File: src/rtl/multicycle_control.sv
// Multicycle MIPS-subset control unit: sequences FETCH/DECODE/EXEC/MEM/WB,
// drives the datapath strobes and counts retired instructions.
`ifndef ALU_OP_AND
`define ALU_OP_AND 4'd0
`define ALU_OP_OR  4'd1
`define ALU_OP_ADD 4'd2
`define ALU_OP_SUB 4'd6
`define ALU_OP_SLT 4'd7
`endif
`ifndef ALU_SEL_REG
`define ALU_SEL_REG 1'b0
`define ALU_SEL_IMM 1'b1
`endif
`ifndef RD_SEL_RT
`define RD_SEL_RT 1'b0
`define RD_SEL_RD 1'b1
`endif
`ifndef RD_DATA_SEL_ALU
`define RD_DATA_SEL_ALU 1'b0
`define RD_DATA_SEL_MEM 1'b1
`endif

module multicycle_control #(
    parameter int INSTRET_WIDTH = 32
) (
    input  logic                     clk_i,
    input  logic                     rst_n_i,
    input  logic [5:0]               opcode_i,
    input  logic [5:0]               funct_i,
    input  logic                     alu_zero_i,
    input  logic                     mem_ready_i,
    output logic [3:0]               alu_op_o,
    output logic                     alu_sel_o,
    output logic                     mem_req_o,
    output logic                     mem_we_o,
    output logic                     mem_addr_sel_o,
    output logic                     ir_load_o,
    output logic                     pc_inc_o,
    output logic                     pc_load_o,
    output logic                     rd_sel_o,
    output logic                     rd_data_sel_o,
    output logic                     rd_en_o,
    output logic [2:0]               state_o,
    output logic [INSTRET_WIDTH-1:0] instret_o
);

    typedef enum logic [2:0] {
        FETCH  = 3'd0,
        DECODE = 3'd1,
        EXEC   = 3'd2,
        MEM    = 3'd3,
        WB     = 3'd4
    } state_t;

    localparam logic [5:0] OP_RTYPE = 6'b000000;
    localparam logic [5:0] OP_ADDI  = 6'b001000;
    localparam logic [5:0] OP_LW    = 6'b100011;
    localparam logic [5:0] OP_SW    = 6'b101011;
    localparam logic [5:0] OP_BEQ   = 6'b000100;

    localparam logic [5:0] FN_ADD = 6'b100000;
    localparam logic [5:0] FN_SUB = 6'b100010;
    localparam logic [5:0] FN_AND = 6'b100100;
    localparam logic [5:0] FN_OR  = 6'b100101;
    localparam logic [5:0] FN_SLT = 6'b101010;

    state_t                   state_q, state_d;
    logic [INSTRET_WIDTH-1:0] instret_q, instret_d;
    logic                     retire;
    logic                     op_valid;
    logic [3:0]               dec_alu_op;
    logic                     dec_alu_sel;
    logic [3:0]               alu_op;
    logic                     alu_sel;
    logic                     mem_req, mem_we, mem_addr_sel;
    logic                     ir_load, pc_inc, pc_load;
    logic                     rd_sel, rd_data_sel, rd_en;

    // The IR is stable from DECODE to retirement, so decoding it combinationally
    // keeps the ALU controls constant across EXEC, MEM and WB.
    always_comb begin
        dec_alu_op  = `ALU_OP_AND;
        dec_alu_sel = `ALU_SEL_REG;
        op_valid    = 1'b1;
        case (opcode_i)
            OP_RTYPE: begin
                case (funct_i)
                    FN_ADD:  dec_alu_op = `ALU_OP_ADD;
                    FN_SUB:  dec_alu_op = `ALU_OP_SUB;
                    FN_AND:  dec_alu_op = `ALU_OP_AND;
                    FN_OR:   dec_alu_op = `ALU_OP_OR;
                    FN_SLT:  dec_alu_op = `ALU_OP_SLT;
                    default: dec_alu_op = `ALU_OP_AND;
                endcase
            end
            OP_ADDI, OP_LW, OP_SW: begin
                dec_alu_op  = `ALU_OP_ADD;
                dec_alu_sel = `ALU_SEL_IMM;
            end
            OP_BEQ:  dec_alu_op = `ALU_OP_SUB;
            default: op_valid = 1'b0;
        endcase
    end

    always_comb begin
        state_d      = state_q;
        retire       = 1'b0;
        alu_op       = `ALU_OP_AND;
        alu_sel      = `ALU_SEL_REG;
        mem_req      = 1'b0;
        mem_we       = 1'b0;
        mem_addr_sel = 1'b0;
        ir_load      = 1'b0;
        pc_inc       = 1'b0;
        pc_load      = 1'b0;
        rd_sel       = `RD_SEL_RT;
        rd_data_sel  = `RD_DATA_SEL_ALU;
        rd_en        = 1'b0;
        case (state_q)
            FETCH: begin
                mem_req = 1'b1;
                if (mem_ready_i) begin
                    ir_load = 1'b1;
                    pc_inc  = 1'b1;
                    state_d = DECODE;
                end
            end
            DECODE: begin
                if (op_valid) begin
                    state_d = EXEC;
                end else begin
                    retire  = 1'b1;
                    state_d = FETCH;
                end
            end
            EXEC: begin
                alu_op  = dec_alu_op;
                alu_sel = dec_alu_sel;
                case (opcode_i)
                    OP_LW, OP_SW:      state_d = MEM;
                    OP_RTYPE, OP_ADDI: state_d = WB;
                    OP_BEQ: begin
                        pc_load = alu_zero_i;
                        retire  = 1'b1;
                        state_d = FETCH;
                    end
                    default:           state_d = FETCH;
                endcase
            end
            MEM: begin
                alu_op       = dec_alu_op;
                alu_sel      = dec_alu_sel;
                mem_req      = 1'b1;
                mem_addr_sel = 1'b1;
                mem_we       = (opcode_i == OP_SW);
                if (mem_ready_i) begin
                    if (opcode_i == OP_SW) begin
                        retire  = 1'b1;
                        state_d = FETCH;
                    end else begin
                        state_d = WB;
                    end
                end
            end
            WB: begin
                alu_op      = dec_alu_op;
                alu_sel     = dec_alu_sel;
                rd_en       = 1'b1;
                rd_sel      = (opcode_i == OP_RTYPE) ? `RD_SEL_RD : `RD_SEL_RT;
                rd_data_sel = (opcode_i == OP_LW) ? `RD_DATA_SEL_MEM : `RD_DATA_SEL_ALU;
                retire      = 1'b1;
                state_d     = FETCH;
            end
            default: state_d = FETCH;
        endcase
        instret_d = retire ? instret_q + INSTRET_WIDTH'(1) : instret_q;
    end

    always_ff @(posedge clk_i or negedge rst_n_i) begin
        if (!rst_n_i) begin
            state_q   <= FETCH;
            instret_q <= '0;
        end else begin
            state_q   <= state_d;
            instret_q <= instret_d;
        end
    end

    // State is forced to FETCH during reset, so the FETCH request and strobes
    // are masked by reset itself to keep the bus quiet.
    assign alu_op_o       = alu_op;
    assign alu_sel_o      = alu_sel;
    assign mem_req_o      = rst_n_i & mem_req;
    assign mem_we_o       = rst_n_i & mem_we;
    assign mem_addr_sel_o = rst_n_i & mem_addr_sel;
    assign ir_load_o      = rst_n_i & ir_load;
    assign pc_inc_o       = rst_n_i & pc_inc;
    assign pc_load_o      = rst_n_i & pc_load;
    assign rd_sel_o       = rst_n_i & rd_sel;
    assign rd_data_sel_o  = rst_n_i & rd_data_sel;
    assign rd_en_o        = rst_n_i & rd_en;
    assign state_o        = state_q;
    assign instret_o      = instret_q;

endmodule

File: config.mk
export PLATFORM = sky130hd
export DESIGN_NAME = multicycle_control
export DESIGN_NICKNAME = d
export VERILOG_FILES = /design/src/rtl/multicycle_control.sv
export SDC_FILE = /design/constraint.sdc
export NUM_CORES = 1
export LEC_CHECK = 0
export CAP_MARGIN = 30
export CORE_MARGIN = 2
export CORE_UTILIZATION = 47
export DETAILED_ROUTE_END_ITERATION = 8
export PLACE_DENSITY = 0.89
export SLEW_MARGIN = 20
export SYNTH_ARGS = -nofsm -noshare
export SYNTH_HDL_FRONTEND = slang
export SYNTH_SLANG_ARGS = --single-unit
export TNS_END_PERCENT = 10
File: constraint.sdc
create_clock -name clk_i -period 2.92 [get_ports clk_i]
set_clock_uncertainty 0.15 [all_clocks]
set_input_delay 0.584 -clock clk_i [delete_from_list [all_inputs] [get_ports clk_i]]
set_output_delay 0.584 -clock clk_i [all_outputs]
set_load 0.05 [all_outputs]
==> results of run 1 <==
-- layer usage --
layer,global-route usage [%],wire (um),vias up
met3,4.08,369,10
met1,34.3,2600,1027
met2,40.7,3140,87
li1,-,-,971
met4,6.92,91,0
met5,0,0,-
-- placed cells by master, fill, tap and decap left out, types with 2 or more instances in the layout --
cell type	count
dlymetal6s2s_1	3
xor2_1	2
inv_1	4
xnor2_1	29
buf_12	13
nor2_2	2
a31oi_1	3
clkbuf_8	5
and4_1	6
o21ai_0	9
nor3_2	3
buf_4	26
nor2_1	14
a21oi_1	4
and3_1	9
clkdlybuf4s50_1	44
nand4_1	5
nor3_1	2
nand2b_1	5
bufinv_16	2
o211ai_1	6
a211oi_1	2
nand2_1	7
o2111ai_1	16
and2_1	6
nand3_1	6
nor2b_1	3
nor3b_1	2
buf_6	2
dfrtp_1	35
-- report_power, final --
group | switching, uW | total, uW | internal [uW]
combinational | 297 | 489 | 192
clock | 181 | 522 | 341
sequential | 56.6 | 585 | 528
total | 535 | 1600 | 1060
-- registers in the layout, summed over array words and instances, names as in the netlist --
| signal | flops |
|---|---|
| instret_o | 32 |
| state_o | 3 |
-- through the flow --
stage,setup TNS (ns),total power (uW),worst slack (ns),cells,utilization [%]
after floorplan,-1.11,879,-0.385,219,-
after global placement,-6.87,1060,-0.266,343,70.7
final,0,1600,0.0793,353,75.8
after global routing,0,1660,0.00706,353,75.8
after detailed placement,-9.86,1070,-0.367,343,70.7
after CTS,0,1600,0.00786,352,75.0
-- logic make-up after synthesis --
family          after synthesis  share of synthesized area (%)
compound gates               51                           18.4
simple gates                 78                           21.2
flops                        35                           41.2
fa+ha+maj                     1                          0.589
xor+xnor                     31                           12.8
mux                           2                           1.00
other cells                   1                          0.177
buf+inv                      20                           4.54
-- timing repair --
item | CTS | global route
setup buffers | 1 | 1
pin swaps | 4 | 4
setup endpoints to repair | 13 | 5
resized for setup | 23 | 10
-- critical path, cell delays in order --
cell and delay (ns):
buf_6 0.09, or3_4 0.37, or4b_4 0.52, o21ai_4 0.08
nor3_2 0.05, nor3_2 0.20, clkbuf_16 0.20
-- cell type report --
| class | count | area [sq um] | area share [%] |
|---|---|---|---|
| clock buffer | 5 | 68.8 | 2.08 |
| clock inverter | 3 | 67.6 | 2.05 |
| inverter | 4 | 15.0 | 0.455 |
| multi-input combinational | 164 | 1220 | 37.1 |
| sequential | 35 | 876 | 26.5 |
| tap | 52 | 65.1 | 1.97 |
| timing repair buffer | 90 | 986 | 29.9 |
-- final timing paths --
path                          startpoint       endpoint  slack (ns)  cells after the start
setup / recovery             opcode_i[0]    alu_op_o[1]        0.08                      7
hold / removal             instret_o[31]  instret_o[31]        0.33                      1
setup reg to reg           instret_o[16]  instret_o[31]        0.68                      5
hold reg to reg            instret_o[31]  instret_o[31]        0.33                      1
max in group asynchronous        rst_n_i   instret_o[6]        1.78                      2
min in group asynchronous        rst_n_i  instret_o[19]        0.60                      2
==> impl_metrics.csv, run 1 <==
group,metric,value,unit
synthesis,synth_cell_types,44,
clock_tree,clkTransAtPathRegs,0.08,ns
synthesis,synth_commonest_cells,"dfrtp_1 (35), xnor2_1 (29), nor2_1 (16), o2111ai_1 (16)",
run_status,status,"finished clean",
clock_tree,cts_hold_buf,0,
pwr,ir_drop,0.000638,V
die,die_area,0.00507,sq mm
global_routing,overflow,0,
place,routabilityCongestion,0.839,
routing,drc,0,
worst_setup_path,path_class,"in2out",
clock_tree,htreeDepth,2,
pwr,power_density,483,mW/mm^2
clock_tree,cts_tree,"yes",
timing,tightest_slew,0.534,ns
cells_and_area,fin_nets,317,
routing,vias,2095,
place,place_area,0.00308,sq mm
clock_tree,cts.sinks,35,
clock_tree,clk_latency,0.29,ns
clock_tree,numCtsBuffers,5,
clock_tree,cts-root-to-sink-buffers,2,
synthesis,synth_area,0.00212,sq mm
die,die_width,71.2,um
global_routing,grt_pass1_vias,2053,
routing,drt_iter0_markers,204,
routing,drt_wl_total,6200,um
synthesis,synth_nets,236,
pwr,power_leakage,0.00131,uW
timing,finalMaxSlewViolations,0,
timing,fin_crit,2.84,ns
cells_and_area,fin_area,0.00330,sq mm
die,ioPinCount,65,
global_routing,grt_antenna_before_repair,0,
cells_and_area,syn_to_final_growth,55.5,%
worst_setup_path,crit_arrival,2.11,ns
routing,drtPass1Iterations,4,
die,std_cell_rows,24,
worst_setup_path,required,2.19,ns
timing,whs,0.326,ns
synthesis,async_reset_ff_share,100,%
timing,setup_viol,0,
synthesis,synth_seq_cells,35,
die,start_util,48.8,%
place,hpwlAfterDp,4390,um
hold_path,hold_class,"reg2reg",
timing,period_share,97.3,%
synthesis,synth.largest_area_cell,"dfrtp_1",
timing,hold_viol,0,
synthesis,yosys.cell_count.top_type,"dfrtp_1",
synthesis,synth-main-ff-cell,"dfrtp_1",
clock_tree,cts-root-buf,"clkbuf_8",
cells_and_area,fillers,271,
routing,viasPerCell,5.93,
worst_setup_path,start_kind,"primary input",
synthesis,ys_warn_count,0,
synthesis,yosysSeqAreaShare,41.2,%
die,die_height,71.2,um
worst_setup_path,critPathMaxFanout,3,
synthesis,synth_top_area_share,41.2,%
global_routing,gr-usage-all-layers,24.8,%
global_routing,grt_max_degree,29,
die,coreArea,0.00435,sq mm
synthesis,synth-edff-count,0,
timing,timing.fmax,352,MHz
run,max_cap_viol_count,0,
synthesis,avgSynthCellArea,9.70,sq um
cells_and_area,diodes,0,
timing,slew_headroom,64.3,%
global_routing,grt_pass1_wl,10100,um
synthesis,synth_cells,219,
routing,wl_per_cell,17.6,um
timing,rsz0062_at_grt,"true",
synthesis,yosys-top-cells-area,"dfrtp_1 (41%), xnor2_1 (12%), o2111ai_1 (6.6%), and4_1 (2.9%), nor2_1 (2.8%)",
worst_setup_path,endpoint_kind,"output pin",
cells_and_area,drive_gt1_share,22.6,%
routing,drtAntennaViolNets,0,
place,portBuffers,63,
Power figures use the tool's default switching activity.
==> run 2: changes to the inputs <==
--- a/config.mk
+++ b/config.mk
@@ -6,8 +6,10 @@
 export NUM_CORES = 1
 export LEC_CHECK = 0
 export CAP_MARGIN = 30
+export CELL_PAD_IN_SITES_DETAIL_PLACEMENT = 0
+export CELL_PAD_IN_SITES_GLOBAL_PLACEMENT = 1
 export CORE_MARGIN = 2
-export CORE_UTILIZATION = 47
+export CORE_UTILIZATION = 35
 export DETAILED_ROUTE_END_ITERATION = 8
 export PLACE_DENSITY = 0.89
 export SLEW_MARGIN = 20
==> run 2 against run 1 <==
Against the previous run:
- the flow now finishes with violations (negative setup slack)
- first-iteration DRC count is 50% lower
- wire length is 9.6% lower
- die area is 32% higher
- final cell count is 5.7% higher
- global-route usage is 7.7 points lower
- final area is 0.80% lower
- critical path type unchanged
==> impl_metrics.csv, run 2 (same netlist as run 1, synthesis figures left out) <==
group,metric,value,unit
routing,vias,1979,
pwr,ir_drop,0.000457,V
worst_setup_path,start_kind,"primary input",
worst_setup_path,critPathSlowestCell,"or4b_4",
run_status,status,"finished, violations left",
worst_setup_path,crit_top_cell,"nor3_2",
worst_setup_path,endpoint_kind,"output pin",
cells_and_area,syn_to_final_growth,54.3,%
place,portBuffers,63,
routing,drt_iter0_markers,102,
clock_tree,numCtsBuffers,5,
global_routing,grt_max_degree,36,
worst_setup_path,crit_arrival,2.19,ns
pwr,power_leakage,0.00128,uW
timing,rsz0062_at_grt,"true",
routing,drtAntennaViolNets,0,
die,std_cell_rows,28,
clock_tree,clkTransAtPathRegs,0.07,ns
hold_path,hold_depth,1,
routing,viasPerCell,5.31,
timing,slew_headroom,55.2,%
die,ioPinCount,65,
global_routing,overflow,0,
die,die_width,81.9,um
global_routing,grt_pass1_vias,1919,
global_routing,grt_antenna_before_repair,0,
timing,setup_ws,-0.00201,ns
worst_setup_path,path_cells,"clkdlybuf4s50_1 -> or4b_4 -> o21ai_2 -> nor3_2 -> nor3_2 -> clkbuf_16",
hold_path,hp-start,"instret_o[31]",
worst_setup_path,r2r_slack,0.49,ns
clock_tree,cts_hold_buf,0,
timing,fin_crit,2.92,ns
pwr,total_power,1580,uW
timing,finalMaxSlewViolations,0,
clock_tree,htreeDepth,2,
routing,drt_wl_total,5610,um
timing,timing.fmax,342,MHz
clock_tree,cts-root-buf,"clkbuf_8",
die,die_area,0.00671,sq mm
routing,drtPass1Iterations,4,
pwr,power_density,481,mW/mm^2
cells_and_area,diodes,0,
global_routing,gr-usage-all-layers,17.1,%
worst_setup_path,path_class,"in2out",
place,routabilityCongestion,0.759,
worst_setup_path,critPathMaxFanout,3,
timing,tightest_slew,0.667,ns
routing,drc,0,
hold_path,whs_endpoint,"instret_o[31]",
cells_and_area,final_core_util,55.7,%
global_routing,grt_pass1_wl,9050,um
cells_and_area,fin_nets,314,
cells_and_area,largest_reg_flops,32,
timing,setup_viol,1,
timing,period_share,100,%
worst_setup_path,reg2reg_depth,5,
cells_and_area,fillers,523,
cells_and_area,layout.cells.most_common,"clkdlybuf4s50_1",
worst_setup_path,rr_endpoint,"instret_o[24]",
die,coreArea,0.00589,sq mm
run,max_cap_viol_count,0,
clock_tree,cts-root-to-sink-buffers,2,
hold_path,hold_class,"reg2reg",
run_status,violations,"negative setup slack",
routing,wl_per_cell,15.0,um
cells_and_area,final_cell_mix,"clkdlybuf4s50_1 (46), dfrtp_1 (35), xnor2_1 (29), buf_4 (23), o2111ai_1 (16)",
worst_setup_path,worstReg2RegStart,"state_o[0]",
die,start_util,36.1,%
clock_tree,cts_tree,"yes",
worst_setup_path,worst_path_largest_cell_delay,0.57,ns
clock_tree,cts.sinks,35,
cells_and_area,drive_gt1_share,20.8,%
place,hpwlAfterDp,4060,um
worst_setup_path,required,2.19,ns
timing,hold_viol,0,
timing,whs,0.318,ns
clock_tree,clk_latency,0.28,ns
die,die_height,81.9,um
## run 2: cell count changes in the layout (fill, tap and decap cells not counted), sizes merged
cell / previous run / this run
dlymetal6s2s: 3 / 1
clkdlybuf4s50: 44 / 46
buf: 42 / 37
clkinvlp: 1 / 0
clkdlybuf4s15: 0 / 1
clkbuf: 6 / 8
## run 2: how the worst max path moves through the flow
| stage | start | to | slack, ns | cells past startpoint |
|---|---|---|---|---|
| 2_1_floorplan | state_o[2] | rd_data_sel_o | -0.39 | 5 |
| 3_3_place_gp | opcode_i[1] | alu_op_o[2] | -0.29 | 6 |
| 3_5_place_dp | opcode_i[1] | instret_o[1] | -0.31 | 8 |
| 4_1_cts | opcode_i[5] | alu_op_o[1] | 0.006 | 7 |
| 5_1_grt | opcode_i[3] | alu_op_o[1] | -0.03 | 6 |
| 6_report | opcode_i[3] | alu_op_o[1] | -0.002 | 6 |
## run 2: timing repair
action                     in CTS  in global routing
buffers inserted                0                  0
gates resized for setup        16                  8
pin swaps                       4                  7
setup endpoints to repair       8                  4
## run 2: layer usage
layer  vias to the layer above  GRT usage [%]  wire (um)
li1                        972              -          -
met1                       942           23.3       2690
met2                        63           28.0       2500
met3                         2           4.07        396
met4                         0           3.00         29
met5                         -              0          0
## run 2: where the power goes
group / switching [uW] / internal [uW] / total (uW)
clock: 169 / 341 / 511
sequential: 53.3 / 529 / 582
combinational: 293 / 191 / 484
## run 2: metrics by stage
step	TNS, ns	instance area (sq um)	worst slack, ns	instances
CTS	0	3260	0.00595	373
global placement	-8.21	3100	-0.289	365
detailed placement	-9.08	3100	-0.311	365
global route	-0.0381	3280	-0.0273	373
floorplan	-1.11	2130	-0.385	219
finish	-0.00201	3280	-0.00201	373
## run 2: critical path, delay by kind of cell
| kind | cells | cell delay (ns) |
|---|---|---|
| AOI/OAI and AO/OA | 1 | 0.08 |
| and+or+nand+nor | 3 | 0.84 |
| buffers and inverters | 2 | 0.68 |
## run 2: area by class of cell
type	instances	area [sq um]	area share, %
Tap cell	75	93.8	2.86
Inverter	4	15.0	0.458
Timing Repair Buffer	87	951	29.0
Multi-Input combinational cell	164	1210	36.9
Clock buffer	6	72.6	2.22
Sequential cell	35	876	26.7
Clock inverter	2	60.1	1.83
==> run 3: changes to the inputs <==
--- a/config.mk
+++ b/config.mk
@@ -12,6 +12,7 @@
 export CORE_UTILIZATION = 35
 export DETAILED_ROUTE_END_ITERATION = 8
 export PLACE_DENSITY = 0.89
+export SETUP_SLACK_MARGIN = 0.1
 export SLEW_MARGIN = 20
 export SYNTH_ARGS = -nofsm -noshare
 export SYNTH_HDL_FRONTEND = slang
==> constraint.sdc (replaced) <==
create_clock -name clk_i -period 3.2 [get_ports clk_i]
set_clock_uncertainty 0.15 [all_clocks]
set_input_delay 0.64 -clock clk_i [delete_from_list [all_inputs] [get_ports clk_i]]
set_output_delay 0.64 -clock clk_i [all_outputs]
set_load 0.05 [all_outputs]
==> run 3 against run 2 <==
Against the previous run:
- the flow now finishes without violations
- combinational power shrank 12%
- clock-buffer cell count shrank 1
- final area shrank 3.4%
- critical path depth grew 1
- wire length shrank 1.4%
- final cell count shrank 2.1%
- first-iteration DRC count shrank 21%
==> impl_metrics.csv, run 3 (same netlist as run 1, synthesis figures left out) <==
group,metric,value,unit
routing,wl_per_cell,15.1,um
timing,period_share,96.6,%
routing,vias,1966,
hold_path,hold_depth,1,
global_routing,overflow,0,
cells_and_area,drive_gt1_share,17.2,%
worst_setup_path,path_class,"in2out",
routing,drt_iter0_markers,81,
die,ioPinCount,65,
cells_and_area,fin_area,0.00316,sq mm
timing,rsz0062_at_grt,"true",
worst_setup_path,required,2.41,ns
pwr,power_density,406,mW/mm^2
clock_tree,cts-root-buf,"clkbuf_8",
routing,drt_wl_total,5530,um
die,die_width,81.9,um
cells_and_area,syn_to_final_growth,49.0,%
timing,tightest_slew,0.593,ns
timing,finalMaxSlewViolations,0,
place,portBuffers,63,
timing,setup_tns,0,ns
worst_setup_path,critPathMaxFanout,2,
cells_and_area,layout.cells.most_common,"clkdlybuf4s50_1",
clock_tree,numCtsBuffers,5,
cells_and_area,stdcell_count,365,
routing,viasPerCell,5.39,
routing,drc,0,
global_routing,grt_antenna_before_repair,0,
hold_path,hp-start,"instret_o[31]",
cells_and_area,final_cell_mix,"clkdlybuf4s50_1 (47), dfrtp_1 (35), xnor2_1 (29), o2111ai_1 (16)",
global_routing,grt_pass1_vias,1906,
worst_setup_path,reg2reg_depth,5,
timing,hold_viol,0,
place,routabilityCongestion,0.793,
hold_path,hold_class,"reg2reg",
clock_tree,post_cts_buffers,0,
timing,fin_crit,3.09,ns
pwr,power_leakage,0.00121,uW
worst_setup_path,crit_arrival,2.30,ns
clock_tree,cts_tree,"yes",
timing,slew_headroom,60.1,%
global_routing,grt_max_degree,30,
die,start_util,36.1,%
worst_setup_path,startpoint,"opcode_i[5]",
worst_setup_path,r2r_slack,0.79,ns
cells_and_area,fin_nets,306,
global_routing,gr-usage-all-layers,17.2,%
cells_and_area,fillers,534,
timing,setup_viol,0,
worst_setup_path,rr_endpoint,"instret_o[28]",
clock_tree,cts_hold_buf,0,
run,max_cap_viol_count,0,
cells_and_area,largest_reg_flops,32,
clock_tree,clk_latency,0.30,ns
die,coreArea,0.00589,sq mm
routing,drtAntennaViolNets,0,
global_routing,grt_pass1_wl,8940,um
die,std_cell_rows,28,
die,die_area,0.00671,sq mm
timing,whs,0.321,ns
worst_setup_path,start_kind,"primary input",
pwr,ir_drop,0.000456,V
worst_setup_path,endpoint_kind,"output pin",
die,die_height,81.9,um
hold_path,whs_endpoint,"instret_o[31]",
timing,timing.fmax,324,MHz
clock_tree,clkTransAtPathRegs,0.08,ns
clock_tree,cts.sinks,35,
clock_tree,htreeDepth,2,
place,place_area,0.00304,sq mm
cells_and_area,diodes,0,
clock_tree,cts-root-to-sink-buffers,2,
worst_setup_path,worstReg2RegStart,"state_o[2]",
place,place_inst,357,
run_status,status,"finished clean",
place,hpwlAfterDp,4030,um
routing,drtPass1Iterations,4,
## run 3: what timing repair did
action                     in CTS  in global routing
pin swaps                       4                  0
gates resized for setup        11                  3
setup endpoints to repair       4                  6
## run 3: layout make-up
| class | instances | area [sq um] | area share, % |
|---|---|---|---|
| flip-flops and latches | 35 | 876 | 27.7 |
| inverters | 4 | 15.0 | 0.475 |
| clock buffers | 5 | 68.8 | 2.18 |
| well taps | 75 | 93.8 | 2.97 |
| multi-input cells | 164 | 1200 | 37.9 |
| repair buffers | 79 | 891 | 28.2 |
| clock inverters | 3 | 20.0 | 0.633 |
## run 3: metal layers
metal	GRT usage [%]	vias to the layer above	part of all wire (%)
met1	22.8	935	46
met5	0	-	0
met2	27.6	73	44
met4	6.17	0	1.6
li1	-	950	-
met3	3.52	8	7.5
## run 3: worst max-delay path: stages
cell	delay, ns
dlygate4sd2_1	0.24
or3_1	0.36
or4b_4	0.56
o21ai_2	0.08
nor3_2	0.06
nor3_2	0.18
buf_12	0.17
## run 3: metrics by stage
stage	util (%)	power (uW)	setup slack (ns)
6_report	53.7	1280	0.109
2_1_floorplan	-	803	-0.161
5_1_grt	53.7	1340	0.0640
3_3_place_gp	51.6	965	-0.0940
3_5_place_dp	51.6	969	-0.0983
4_1_cts	53.6	1290	0.112
## run 3: how the worst max path moves through the flow
| stage | to |
|---|---|
| 3_3_place_gp | alu_op_o[2] |
| 3_5_place_dp | alu_op_o[2] |
| 4_1_cts | alu_op_o[1] |
| 2_1_floorplan | rd_data_sel_o |
| 5_1_grt | alu_op_o[1] |
| 6_report | alu_op_o[1] |
## run 3: report_power, final
group / internal (uW) / total (uW) / switching [uW]
Clock: 151 / 323 / 172
Combinational: 165 / 425 / 260
Sequential: 482 / 537 / 54.8
